### src/rtl/rf_pkg.sv
// Shared constants and types for the register file and its read ports.
// Latency: n/a (declarations only).
// Backpressure: n/a (declarations only).
`timescale 1ns/1ps
package rf_pkg;

  // Default geometry: 8 registers of 8 bits.
  localparam int RF_DATA_WIDTH = 8;
  localparam int RF_ADDR_WIDTH = 3;
  localparam int RF_DEPTH      = 2 ** RF_ADDR_WIDTH;

  typedef logic [RF_DATA_WIDTH-1:0] rf_data_t;
  typedef logic [RF_ADDR_WIDTH-1:0] rf_addr_t;

endpackage

### src/rtl/rf_read_port.sv
// Combinational read port: selects one word of the flattened storage array.
// Latency: zero cycles (pure combinational mux from address to data).
// Backpressure: none; the output always reflects the current address.
//
// Ports:
//   mem_flat  flattened storage, word i at bits [i*DATA_WIDTH +: DATA_WIDTH]
//   rd_addr   word select
//   rd_data   selected word (or forwarded write data, see below)
//   byp_en / byp_addr / byp_data   present only with RF_WRITE_BYPASS_EN:
//     when byp_en is high and byp_addr matches rd_addr the port returns
//     byp_data instead of the stored word (write-first forwarding).
`timescale 1ns/1ps
module rf_read_port #(
  parameter int DATA_WIDTH = 8,
  parameter int ADDR_WIDTH = 3,
  parameter int DEPTH      = 2 ** ADDR_WIDTH
) (
  input  logic [DEPTH*DATA_WIDTH-1:0] mem_flat,
  input  logic [ADDR_WIDTH-1:0]       rd_addr,
  output logic [DATA_WIDTH-1:0]       rd_data
`ifdef RF_WRITE_BYPASS_EN
  ,
  input  logic                        byp_en,
  input  logic [ADDR_WIDTH-1:0]       byp_addr,
  input  logic [DATA_WIDTH-1:0]       byp_data
`endif
);

  logic [DATA_WIDTH-1:0] stored_word;

  // Full decode: every address value names a real word, so no range check.
  assign stored_word = mem_flat[int'(rd_addr)*DATA_WIDTH +: DATA_WIDTH];

`ifdef RF_WRITE_BYPASS_EN
  always_comb begin
    rd_data = stored_word;
    if (byp_en && (byp_addr == rd_addr)) begin
      rd_data = byp_data;
    end
  end
`else
  assign rd_data = stored_word;
`endif

endmodule

### src/rtl/register_file.sv
// Register file: 2**ADDR_WIDTH words, one synchronous write, two async reads.
// Latency: write visible after 1 rising edge; reads are zero-latency.
// Backpressure: none; a write is accepted on every edge with wr_en high.
//
// Ports:
//   clk, rst_n  clock; asynchronous active-low reset clears all words
//   wr_en       write enable (active high)
//   w_addr      write address, also the address of read port B
//   r_addr      read address of port A
//   w_data      write data
//   r_data      port A data = reg[r_addr]
//   r2_data     port B data = reg[w_addr] (operand being overwritten)
//
// Build option: define RF_WRITE_BYPASS_EN for write-first forwarding, where
// a port whose address matches w_addr during a write shows w_data in the
// same cycle. Storage and write timing are the same in both builds.
`timescale 1ns/1ps
module register_file
  import rf_pkg::*;
#(
  parameter int DATA_WIDTH = RF_DATA_WIDTH,
  parameter int ADDR_WIDTH = RF_ADDR_WIDTH
) (
  input  logic                  clk,
  input  logic                  rst_n,
  input  logic                  wr_en,
  input  logic [ADDR_WIDTH-1:0] w_addr,
  input  logic [ADDR_WIDTH-1:0] r_addr,
  input  logic [DATA_WIDTH-1:0] w_data,
  output logic [DATA_WIDTH-1:0] r_data,
  output logic [DATA_WIDTH-1:0] r2_data
);

  localparam int DEPTH = 2 ** ADDR_WIDTH;

  logic [DATA_WIDTH-1:0]       mem [DEPTH];
  logic [DEPTH*DATA_WIDTH-1:0] mem_flat;

  // Storage and write decode. Reset clears every word immediately, so both
  // read ports drop to zero without waiting for a clock edge.
  always_ff @(posedge clk or negedge rst_n) begin
    if (!rst_n) begin
      for (int i = 0; i < DEPTH; i++) begin
        mem[i] <= '0;
      end
    end else if (wr_en) begin
      mem[w_addr] <= w_data;
    end
  end

  // Flatten the array so the read-port module can take it as a plain vector.
  for (genvar g = 0; g < DEPTH; g++) begin : g_flat
    assign mem_flat[g*DATA_WIDTH +: DATA_WIDTH] = mem[g];
  end

`ifdef RF_WRITE_BYPASS_EN
  // Forwarding is suppressed during reset so both ports still read zero.
  logic byp_en;
  assign byp_en = wr_en & rst_n;
`endif

  // Port A: general operand read.
  rf_read_port #(
    .DATA_WIDTH (DATA_WIDTH),
    .ADDR_WIDTH (ADDR_WIDTH),
    .DEPTH      (DEPTH)
  ) u_port_a (
    .mem_flat (mem_flat),
    .rd_addr  (r_addr),
    .rd_data  (r_data)
`ifdef RF_WRITE_BYPASS_EN
    ,
    .byp_en   (byp_en),
    .byp_addr (w_addr),
    .byp_data (w_data)
`endif
  );

  // Port B: always reads the word addressed by w_addr (accumulator fetch).
  rf_read_port #(
    .DATA_WIDTH (DATA_WIDTH),
    .ADDR_WIDTH (ADDR_WIDTH),
    .DEPTH      (DEPTH)
  ) u_port_b (
    .mem_flat (mem_flat),
    .rd_addr  (w_addr),
    .rd_data  (r2_data)
`ifdef RF_WRITE_BYPASS_EN
    ,
    .byp_en   (byp_en),
    .byp_addr (w_addr),
    .byp_data (w_data)
`endif
  );

endmodule

### config.mk
export PLATFORM = sky130hd
export DESIGN_NAME = register_file
export DESIGN_NICKNAME = d
export VERILOG_FILES = /design/src/rtl/rf_pkg.sv /design/src/rtl/rf_read_port.sv /design/src/rtl/register_file.sv
export SDC_FILE = /design/constraint.sdc
export NUM_CORES = 1
export LEC_CHECK = 0
export ABC_AREA = 1
export CAP_MARGIN = 20
export CORE_MARGIN = 2
export CORE_UTILIZATION = 35
export CTS_BUF_LIST = sky130_fd_sc_hd__clkbuf_8 sky130_fd_sc_hd__clkbuf_16
export DETAILED_ROUTE_END_ITERATION = 10
export GPL_TIMING_DRIVEN = 0
export SYNTH_ARGS = -nofsm -noshare
export SYNTH_HDL_FRONTEND = slang
export SYNTH_SLANG_ARGS = --single-unit
### constraint.sdc
create_clock -name clk -period 1.6 [get_ports clk]
set_clock_uncertainty 0.05 [all_clocks]
set_input_delay 0.32 -clock clk [delete_from_list [all_inputs] [get_ports clk]]
set_output_delay 0.32 -clock clk [all_outputs]
set_load 0.02 [all_outputs]
==> results of run 1 <==
==> Yosys cell counts <==
| library cell | count |
|---|---|
| nor2_1 | 1 |
| inv_2 | 2 |
| nand2_1 | 305 |
| buf_6 | 1 |
| nor2_4 | 1 |
| buf_2 | 19 |
| nor2_8 | 1 |
| clkbuf_1 | 6 |
| dfrtp_1 | 64 |
| o21ai_0 | 64 |
| buf_4 | 1 |
| nand3_1 | 46 |
| nand3_4 | 2 |
| inv_1 | 86 |
| buf_1 | 2 |
| nand2_2 | 3 |
| nor2_2 | 1 |
==> how the worst max path moves through the flow <==
stage | from | to | slack [ps] | cells past startpoint
2_1_floorplan | w_addr[0] | r2_data[1] | 80 | 8
4_1_cts | mem[23]$_DFFE_PN0P_ | r_data[7] | -80 | 7
3_3_place_gp | rst_n | mem[58]$_DFFE_PN0P_ | -1880 | 1
6_report | mem[24]$_DFFE_PN0P_ | r_data[0] | -70 | 7
5_1_grt | mem[53]$_DFFE_PN0P_ | r_data[5] | -120 | 7
3_5_place_dp | w_addr[1] | r2_data[2] | -940 | 8
==> per-stage QoR <==
step	total power, mW	cell area (um2)	util (%)	hold slack [ps]
floorplan	3.01	3870	-	-25.6
global placement	3.49	4320	40.0	419
detailed placement	3.53	4340	40.2	306
CTS	5.05	4810	44.6	415
global route	5.57	5050	46.8	481
finish	5.22	5050	46.8	433
==> logic make-up after synthesis <==
kind of cell           Yosys count  synth area share [%]
AO/OA/AOI/OAI                   64                  8.28
flip-flops                      64                  41.4
AND/OR/NAND/NOR                360                  38.0
buffers and inverters          117                  12.3
==> power breakdown <==
group / leakage [nW] / switching [mW] / internal, mW
logic: 1.84 / 0.987 / 0.724
registers: 0.802 / 0.249 / 1.93
clock network: 0.103 / 0.596 / 0.739
total: 2.74 / 1.83 / 3.39
==> metal layers <==
metal | wire, um | vias to the layer above | track usage [%]
met5 | 0 | - | 0
met1 | 5430 | 1850 | 29.3
met2 | 5630 | 132 | 34.9
met3 | 587 | 31 | 2.39
met4 | 475 | 0 | 11.0
li1 | - | 1951 | -
==> cell type report <==
type | count | share of cell area, %
Clock buffer | 10 | 2.72
Sequential cell | 64 | 31.7
Clock inverter | 5 | 0.966
Timing Repair Buffer | 55 | 10.5
Buffer | 29 | 4.16
Multi-Input combinational cell | 424 | 39.9
Tap cell | 140 | 3.47
Inverter | 88 | 6.64
==> repair_timing <==
item	CTS	global route
hold endpoints to repair	25	0
resized for setup	183	50
endpoints found under the setup margin	16	19
pin swaps	35	36
hold buffers	1	0
setup buffers	10	15
==> critical path, cell delays in order, from the launching register on <==
cell and delay, ps:
dfrtp_1 380, inv_1 70, nand2_1 50, nand3_1 100
nand2_2 80, nand2_2 70, nand2_2 70, buf_6 130
==> impl_results.md, run 1 <==
- Crit Reg-Reg Startpoint: mem[19]$_DFFE_PN0P_
- Syn_nets: 622
- Port Buffer Count: 28
- Initial antenna violation count: 0
- Row cnt: 38
- Top Registers: mem (64)
- Synthesized cell area: ~0.0039 mm2
- Setup TNS: -794 ps
- Fin. Hold Viols: 0
- I/O pin count: 33
- Synthesis-to-finish area growth: 30.7%
- Reg2reg setup slack: about 630 ps
- Commonest cells after routing, fill and taps aside: nand2_1, o21ai_0, dfrtp_1, inv_1, nand2_2
- Slew Limit Fails: 0
- Final Non-Filler Cells: 815
- Die X: 109 um
- CTS tree: built
- Total GRT Usage: 21.8%
- Die ar.: 0.0119 mm2
- RD Place Congestion: 0.925
- Hold path start: w_addr[0]
- Yosys reg bits: 64
- Placed cells: 774
- Syn avg cell area: 6.39 um2
- Layout cells sized above 1: 29.2%
- Minimum clock period: around 1700 ps
- Post-Place Setup Slack: -936 ps
- Clock slew at reported path FFs: around 70 ps
- Largest net degree at the start of global routing: 40
- Post-route setup slack: -71.1 ps
- Clock root cell: clkbuf_8
- Worst r2r dst: mem[19]$_DFFE_PN0P_
- Core Area: approximately 0.011 mm2
- Register area share after synthesis: about two fifths
- Grt total ovfl: 0
- Worst path required time: 1230 ps
- Leakage: approximately 2.7 nW
- NumNets Final: 688
- Register bank with the most flops: mem
- DRC Markers: 0
- First-pass GRT wire length: 19,300 um
- CP Capture Type: output pin
- RSZ-0062 raised after global routing: true
- Footprint of the multi-input gates: 0.00202 mm2
- Register area: approximately 0.0016 mm2
- Slew margin rel.: 60.7%
- F_max: 598 MHz
- Max H-tree Level: 3
- Gate count of the mapped netlist: 605
- Max Root-Sink Buffers: 2
- Clock sinks: 64
- CTS buffer count: 9
- Initial DRC Count: 307
- Routed wire length: between 10,000 and 15,000 um
- Worst Tran Pin Value: 589 ps
- Vias: 3,964
- Hold WC Path Type: in2reg
- WL/cell: 14.9 um
- Cell taking the most area after synthesis: dfrtp_1
- Fillers: 1,088
- DP Wirelength: 8830 um
- Final setup fails: 16
- Critical Path AT: 1300 ps
- Vias in the first global route: ~3,700
- Synth cell types: 17
- Setup CP Type: reg2out
- Setup crit start kind: flip-flop
- Drt pass-1 iters: 5
- Post-route antenna net violation count: 0
- VDD IR-drop max: 0.402 mV
- Antenna cells: 0
- Via density: 4.86
- Share of the synthesized area in the top cell type: approximately two fifths
- Worst Hold Depth: 5
- Commonest non-fill, non-tap cell in the layout: nand2_1
- Final Cycle Share: 104%
- Die extent in y: 109 um
- Yosys warnings: 0
- Hold EP: mem[60]$_DFFE_PN0P_
- R2R depth: 4
- Max FFs per register: 64
- Failing checks: setup timing
- Area contributors post-synth: dfrtp_1, nand2_1, inv_1
- Worst skew pair latency: 340 ps
- Critical Path Fanout Max: 2
- Initial Util: 35.8%
- Power per cell area: slightly above 1000 mW/mm2
- Status: complete, but fails checks
- # Max-Cap Violations: 0
Note: power is estimated with default switching activity, not from simulation.
==> run 2: changes to the inputs <==
--- a/config.mk
+++ b/config.mk
@@ -12,6 +12,7 @@
 export CTS_BUF_LIST = sky130_fd_sc_hd__clkbuf_8 sky130_fd_sc_hd__clkbuf_16
 export DETAILED_ROUTE_END_ITERATION = 10
 export GPL_TIMING_DRIVEN = 0
+export PLACE_DENSITY = 0.58
 export SYNTH_ARGS = -nofsm -noshare
 export SYNTH_HDL_FRONTEND = slang
 export SYNTH_SLANG_ARGS = --single-unit
==> impl_results.md, run 2 (synthesis results as in run 1) <==
- # Max-Cap Violations: 0 (unchanged)
- CTS tree: built
- Commonest non-fill, non-tap cell in the layout: nand2_1
- Setup crit start kind: flip-flop
- Power per cell area: 1020 mW/mm2 (-1.7%)
- Vias: 3,937 (-0.68%)
- Via density: 4.90 (+0.68%)
- VDD IR-drop max: 0.324 mV (-19%)
- Worst Tran Pin Value: 809 ps (+219 ps)
- Die X: 109 um (unchanged)
- Final setup fails: 16 (unchanged)
- Power, Total: 5.05 mW (-3.2%)
- Max H-tree Level: 3 (unchanged)
- Final Non-Filler Cells: 804 (-1.3%)
- Register bank with the most flops: mem
- Post-Place Cell Area: 0.00432 mm2 (-0.40%)
- Slew Limit Fails: 0 (unchanged)
- Slew margin rel.: 46.1% (-15 points)
- First-pass GRT wire length: 19,400 um (+0.50%)
- Max FFs per register: 64 (unchanged)
- Initial antenna violation count: 0 (unchanged)
- Critical Path Fanout Max: 2 (unchanged)
- Clock sinks: 64 (unchanged)
- Top Registers: mem (64)
- Largest net degree at the start of global routing: 65 (+63%)
- Core Area: 0.0108 mm2 (unchanged)
- R2R depth: 4 (unchanged)
- Setup CP Type: reg2out
- Die extent in y: 109 um (unchanged)
- NumNets Final: 677 (-1.6%)
- DRC Markers: 0 (unchanged)
- Synthesis-to-finish area growth: 28.7%
- Worst r2r dst: mem[16]$_DFFE_PN0P_
- Initial Util: 35.8% (unchanged)
- Final Instance Area: 0.00498 mm2 (-1.5%)
- Vias in the first global route: 3,597 (-3.7%)
- Grt total ovfl: 0 (unchanged)
- Layout cells sized above 1: 29.4% (+0.18 points)
- Post-route setup slack: -80.4 ps (-9.28 ps)
- Minimum clock period: 1680 ps (+9.28 ps)
- I/O pin count: 33 (unchanged)
- Max Root-Sink Buffers: 2 (unchanged)
- Reg2reg setup slack: 650 ps (+20 ps)
- Final core occ: 46.1% (-0.70 points)
- Fin. Hold Viols: 0 (unchanged)
- Status: complete, but fails checks
- Row cnt: 38 (unchanged)
- RSZ-0062 raised after global routing: true
- WL/cell: 15.4 um (+3.3%)
- Hold buffer count at cts: 0 (-1)
- Critical Path AT: 1310 ps (about the same)
- Initial DRC Count: 300 (-2.3%)
- Worst path required time: 1230 ps (about the same)
- Post-route antenna net violation count: 0 (unchanged)
- CTS buffer count: 9 (unchanged)
- Die ar.: 0.0119 mm2 (unchanged)
- Final Cycle Share: 105% (+0.58 points)
- Failing checks: setup timing
- F_max: 595 MHz (-0.55%)
- Placed cells: 773 (-0.13%)
- Antenna cells: 0 (unchanged)
- Clock root cell: clkbuf_8
- DP Wirelength: 8990 um (+1.8%)
- Commonest cells after routing, fill and taps aside: nand2_1, o21ai_0, dfrtp_1, inv_1, nand2_2
- Crit Reg-Reg Startpoint: mem[16]$_DFFE_PN0P_
- Port Buffer Count: 28 (unchanged)
- CP Capture Type: output pin
- Hold WC Path Type: in2async
- Total GRT Usage: 22.1% (+0.29 points)
- Drt pass-1 iters: 7 (+2)
- Worst skew pair latency: 350 ps (about the same)
- Routed wire length: 12,400 um (+1.9%)
- Clock slew at reported path FFs: 60 ps (about the same)
- Setup TNS: -852 ps (-58.1 ps)
- Leakage: 2.69 nW (-1.9%)
- RD Place Congestion: 0.947 (+2.5%)
[run 2: cell count changes in the layout (fill, tap and decap cells not counted), moves of 2 or more]
cell / previous run / this run
buf_4: 28 / 19
clkinv_2: 3 / 0
nand3_1: 22 / 18
nand3_2: 24 / 28
nand2_1: 263 / 256
nand2_2: 45 / 52
inv_1: 54 / 56
[run 2: worst max-delay path by stage]
stage / from / to / slack (ps) / cells past startpoint
floorplan: w_addr[0] / r2_data[1] / 80 / 8
global placement: rst_n / mem[50]$_DFFE_PN0P_ / -1890 / 1
detailed placement: w_addr[1] / r2_data[7] / -950 / 8
CTS: mem[25]$_DFFE_PN0P_ / r_data[1] / -80 / 7
global route: mem[63]$_DFFE_PN0P_ / r2_data[7] / -150 / 7
finish: mem[11]$_DFFE_PN0P_ / r_data[3] / -80 / 7
[run 2: critical path, cell delays in order, from the launching register on]
cell and delay (ps):
dfrtp_1 390, inv_1 80, nand2_1 60, nand3_1 80, nand2_2 70, nand2_1 70
nand2_2 80, buf_6 130
[run 2: per-stage QoR]
step / hold WS (ps) / setup WS (ps)
final: 9.01 / -80.4
after global routing: 78.1 / -151
after CTS: 35.5 / -76.6
after detailed placement: 414 / -950
after global placement: 417 / -1890
after floorplan: -25.6 / 77.5
[run 2: what timing repair did]
action,in CTS,in global routing
setup buffers,9,7
endpoints found under the setup margin,16,24
pin swaps,38,32
resized for setup,172,74
[run 2: routing by layer]
metal | vias up | GRT usage (%) | share of wire [%]
met5 | - | 0 | 0
met4 | 0 | 9.52 | 3.0
met2 | 131 | 34.7 | 46
met1 | 1853 | 29.9 | 45
li1 | 1935 | - | -
met3 | 18 | 3.95 | 6.1
[run 2: power breakdown]
part           internal [mW]  leakage (nW)  switching (mW)  total, mW
registers               1.93         0.802           0.246       2.17
clock network          0.616         0.100           0.596       1.21
logic                  0.676          1.79           0.992       1.67
total                   3.22          2.69            1.83       5.05
[run 2: cell type report]
class | count | area (um2)
fill | 1099 | 5820
multi-input combinational | 424 | 2050
sequential | 64 | 1600
timing repair buffer | 44 | 427
inverter | 88 | 338
buffer | 29 | 216
tap | 140 | 175
clock buffer | 11 | 151
clock inverter | 4 | 15.0
==> run 3: changes to the inputs <==
==> constraint.sdc (replaced) <==
create_clock -name clk -period 2.05 [get_ports clk]
set_clock_uncertainty 0.05 [all_clocks]
set_input_delay 0.41 -clock clk [delete_from_list [all_inputs] [get_ports clk]]
set_output_delay 0.41 -clock clk [all_outputs]
set_load 0.02 [all_outputs]
==> impl_results.md, run 3 (synthesis results as in run 1) <==
- NumNets Final: 665 (-1.8%)
- CP Capture Type: output pin
- Minimum clock period: 2010 ps
- Die ar.: 0.0119 mm2 (unchanged)
- Setup crit start kind: primary input
- Setup CP Type: in2out
- Port Buffer Count: 28 (unchanged)
- Status: completed
- WL/cell: 15.1 um (-1.5%)
- Critical Path AT: 1550 ps (+240 ps)
- Post-route antenna net violation count: 0 (unchanged)
- Vias: 3,823 (-2.9%)
- Crit path from: r_addr[0]
- Total GRT Usage: 21.9% (-0.21 points)
- Hold buffer count at cts: 0 (unchanged)
- Commonest non-fill, non-tap cell in the layout: nand2_1
- DRC Markers: 0 (unchanged)
- F_max: 497 MHz
- Slew margin rel.: 45.9% (-0.15 points)
- First-pass GRT wire length: 19,200 um (-1.1%)
- Layout cells sized above 1: 11.8% (-18 points)
- CP endpoint: r_data[0]
- Power, Total: 3.67 mW (-27%)
- Most used cell, CP: nand2_1
- Register area: 0.00160 mm2 (unchanged)
- Via density: 4.83 (-1.4%)
- Fin. Hold Viols: 0 (unchanged)
- Largest net degree at the start of global routing: 65 (unchanged)
- # Max-Cap Violations: 0 (unchanged)
- Row cnt: 38 (unchanged)
- Max H-tree Level: 3 (unchanged)
- Die extent in y: 109 um (unchanged)
- Register bank with the most flops: mem
- Max FFs per register: 64 (unchanged)
- Clock slew at reported path FFs: 60 ps (about the same)
- Worst path top cell family by delay: buffers and inverters
- Initial Util: 35.8% (unchanged)
- RD Place Congestion: 0.947 (unchanged)
- Initial DRC Count: 277 (-7.7%)
- Post-route setup slack: 39.3 ps (+120 ps)
- VDD IR-drop max: 0.247 mV (-24%)
- RSZ-0062 raised after global routing: false
- Final setup fails: 0 (-16)
- DP Wirelength: 8990 um (unchanged)
- CTS tree: built
- CTS buffer count: 9 (unchanged)
- Critical Path Fanout Max: 10 (+8)
- Worst r2r dst: mem[53]$_DFFE_PN0P_
- Core Area: 0.0108 mm2 (unchanged)
- Post-Place Setup Slack: -680 ps (+270 ps)
- Final Cycle Share: between 90% and 100%
- Routed wire length: 12,000 um (-2.9%)
- Clock root cell: clkbuf_8
- Crit Reg-Reg Startpoint: mem[53]$_DFFE_PN0P_
- Max Root-Sink Buffers: 2 (unchanged)
- I/O pin count: 33 (unchanged)
- Synthesis-to-finish area growth: 17.0%
- Reg2reg setup slack: 1290 ps (+640 ps)
- Vias in the first global route: 3,521 (-2.1%)
- Leakage: 2.56 nW (-4.9%)
- Initial antenna violation count: 0 (unchanged)
- Clock sinks: 64 (unchanged)
- Slowest cell on crit path: clkdlybuf4s15_1
- Worst path required time: 1590 ps (+360 ps)
- Worst path max stage delay: 310 ps (-80 ps)
- Slew Limit Fails: 0 (unchanged)
- Top Registers: mem (64)
- Drt pass-1 iters: 5 (-2)
- Crit path cell chain: buf_2 > clkbuf_2 > nand2_1 > nand3_1 > nand2_1 > nand2_1 > nand2_1 > clkdlybuf4s15_1
- Antenna cells: 0 (unchanged)
- Commonest cells after routing, fill and taps aside: nand2_1, inv_1, o21ai_0, dfrtp_1, nand3_1
- Hold WC Path Type: in2async
- Grt total ovfl: 0 (unchanged)
- Worst path depth: 8 (+1)
- R2R depth: 2 (-2)
- Final Non-Filler Cells: 792 (-1.5%)
- Placed cells: 773 (unchanged)
- Footprint of the multi-input gates: 0.00179 mm2 (-13%)
- Worst Tran Pin Value: 811 ps (+2.30 ps)
- Power per cell area: 811 mW/mm2 (-20%)
- Die X: 109 um (unchanged)
- Worst skew pair latency: 340 ps (about the same)
- WP buf/inv: 3 (+1)
- Fillers: 1,152 (+4.8%)
## run 3: changes by cell type in the layout (fill, tap and decap cells not counted), moves of 16 or more
cell / previous run / this run
nand2_2: 52 / 4
nand2_1: 256 / 304
inv_2: 33 / 6
buf_6: 24 / 8
nand3_1: 18 / 46
nand3_2: 28 / 0
inv_1: 56 / 85
## run 3: per-layer routing
layer / global-route usage [%] / up-vias / part of all wire [%]
met5: 0 / - / 0
li1: - / 1913 / -
met2: 33.6 / 112 / 44
met1: 29.9 / 1778 / 46
met3: 3.11 / 20 / 6.0
met4: 11.4 / 0 / 3.4
## run 3: where the power goes
| part | leakage [nW] | total (mW) | internal (mW) | switching [mW] |
|---|---|---|---|---|
| clock network | 0.100 | 0.946 | 0.481 | 0.465 |
| registers | 0.802 | 1.68 | 1.50 | 0.176 |
| logic | 1.66 | 1.04 | 0.371 | 0.670 |
## run 3: repair_timing
item / CTS / global route
endpoints found under the setup margin: 16 / 14
setup buffers: 1 / 3
pin swaps: 1 / 0
gates resized for setup: 60 / 27
endpoints found under the hold margin: 0 / 0
## run 3: through the flow
step | utilization, % | TNS [ps] | area (um2) | hold slack [ps]
after global placement | 40.0 | -105510 | 4320 | 417
after CTS | 41.9 | 0 | 4530 | 125
final | 41.9 | 0 | 4520 | 104
after floorplan | - | 0 | 3870 | 64.4
after detailed placement | 40.0 | -8370 | 4320 | 426
after global routing | 41.9 | 0 | 4520 | 173
## run 3: cell type report
cell class / instances / share of cell area (%)
multi-input cells: 424 / 39.7
plain buffers: 29 / 4.51
clock buffers: 11 / 3.35
repair buffers: 32 / 5.48
clock inverters: 4 / 0.332
inverters: 88 / 7.39
well taps: 140 / 3.87
flip-flops and latches: 64 / 35.4
## run 3: worst min-delay path by stage
stage | startpoint | to | slack (ps) | cells past startpoint
after CTS | rst_n | mem[18]$_DFFE_PN0P_ | 130 | 1
after global placement | mem[13]$_DFFE_PN0P_ | mem[13]$_DFFE_PN0P_ | 420 | 2
after floorplan | rst_n | mem[0]$_DFFE_PN0P_ | 60 | 0
final | rst_n | mem[27]$_DFFE_PN0P_ | 100 | 1
after global routing | rst_n | mem[27]$_DFFE_PN0P_ | 170 | 1
after detailed placement | mem[25]$_DFFE_PN0P_ | mem[25]$_DFFE_PN0P_ | 430 | 2
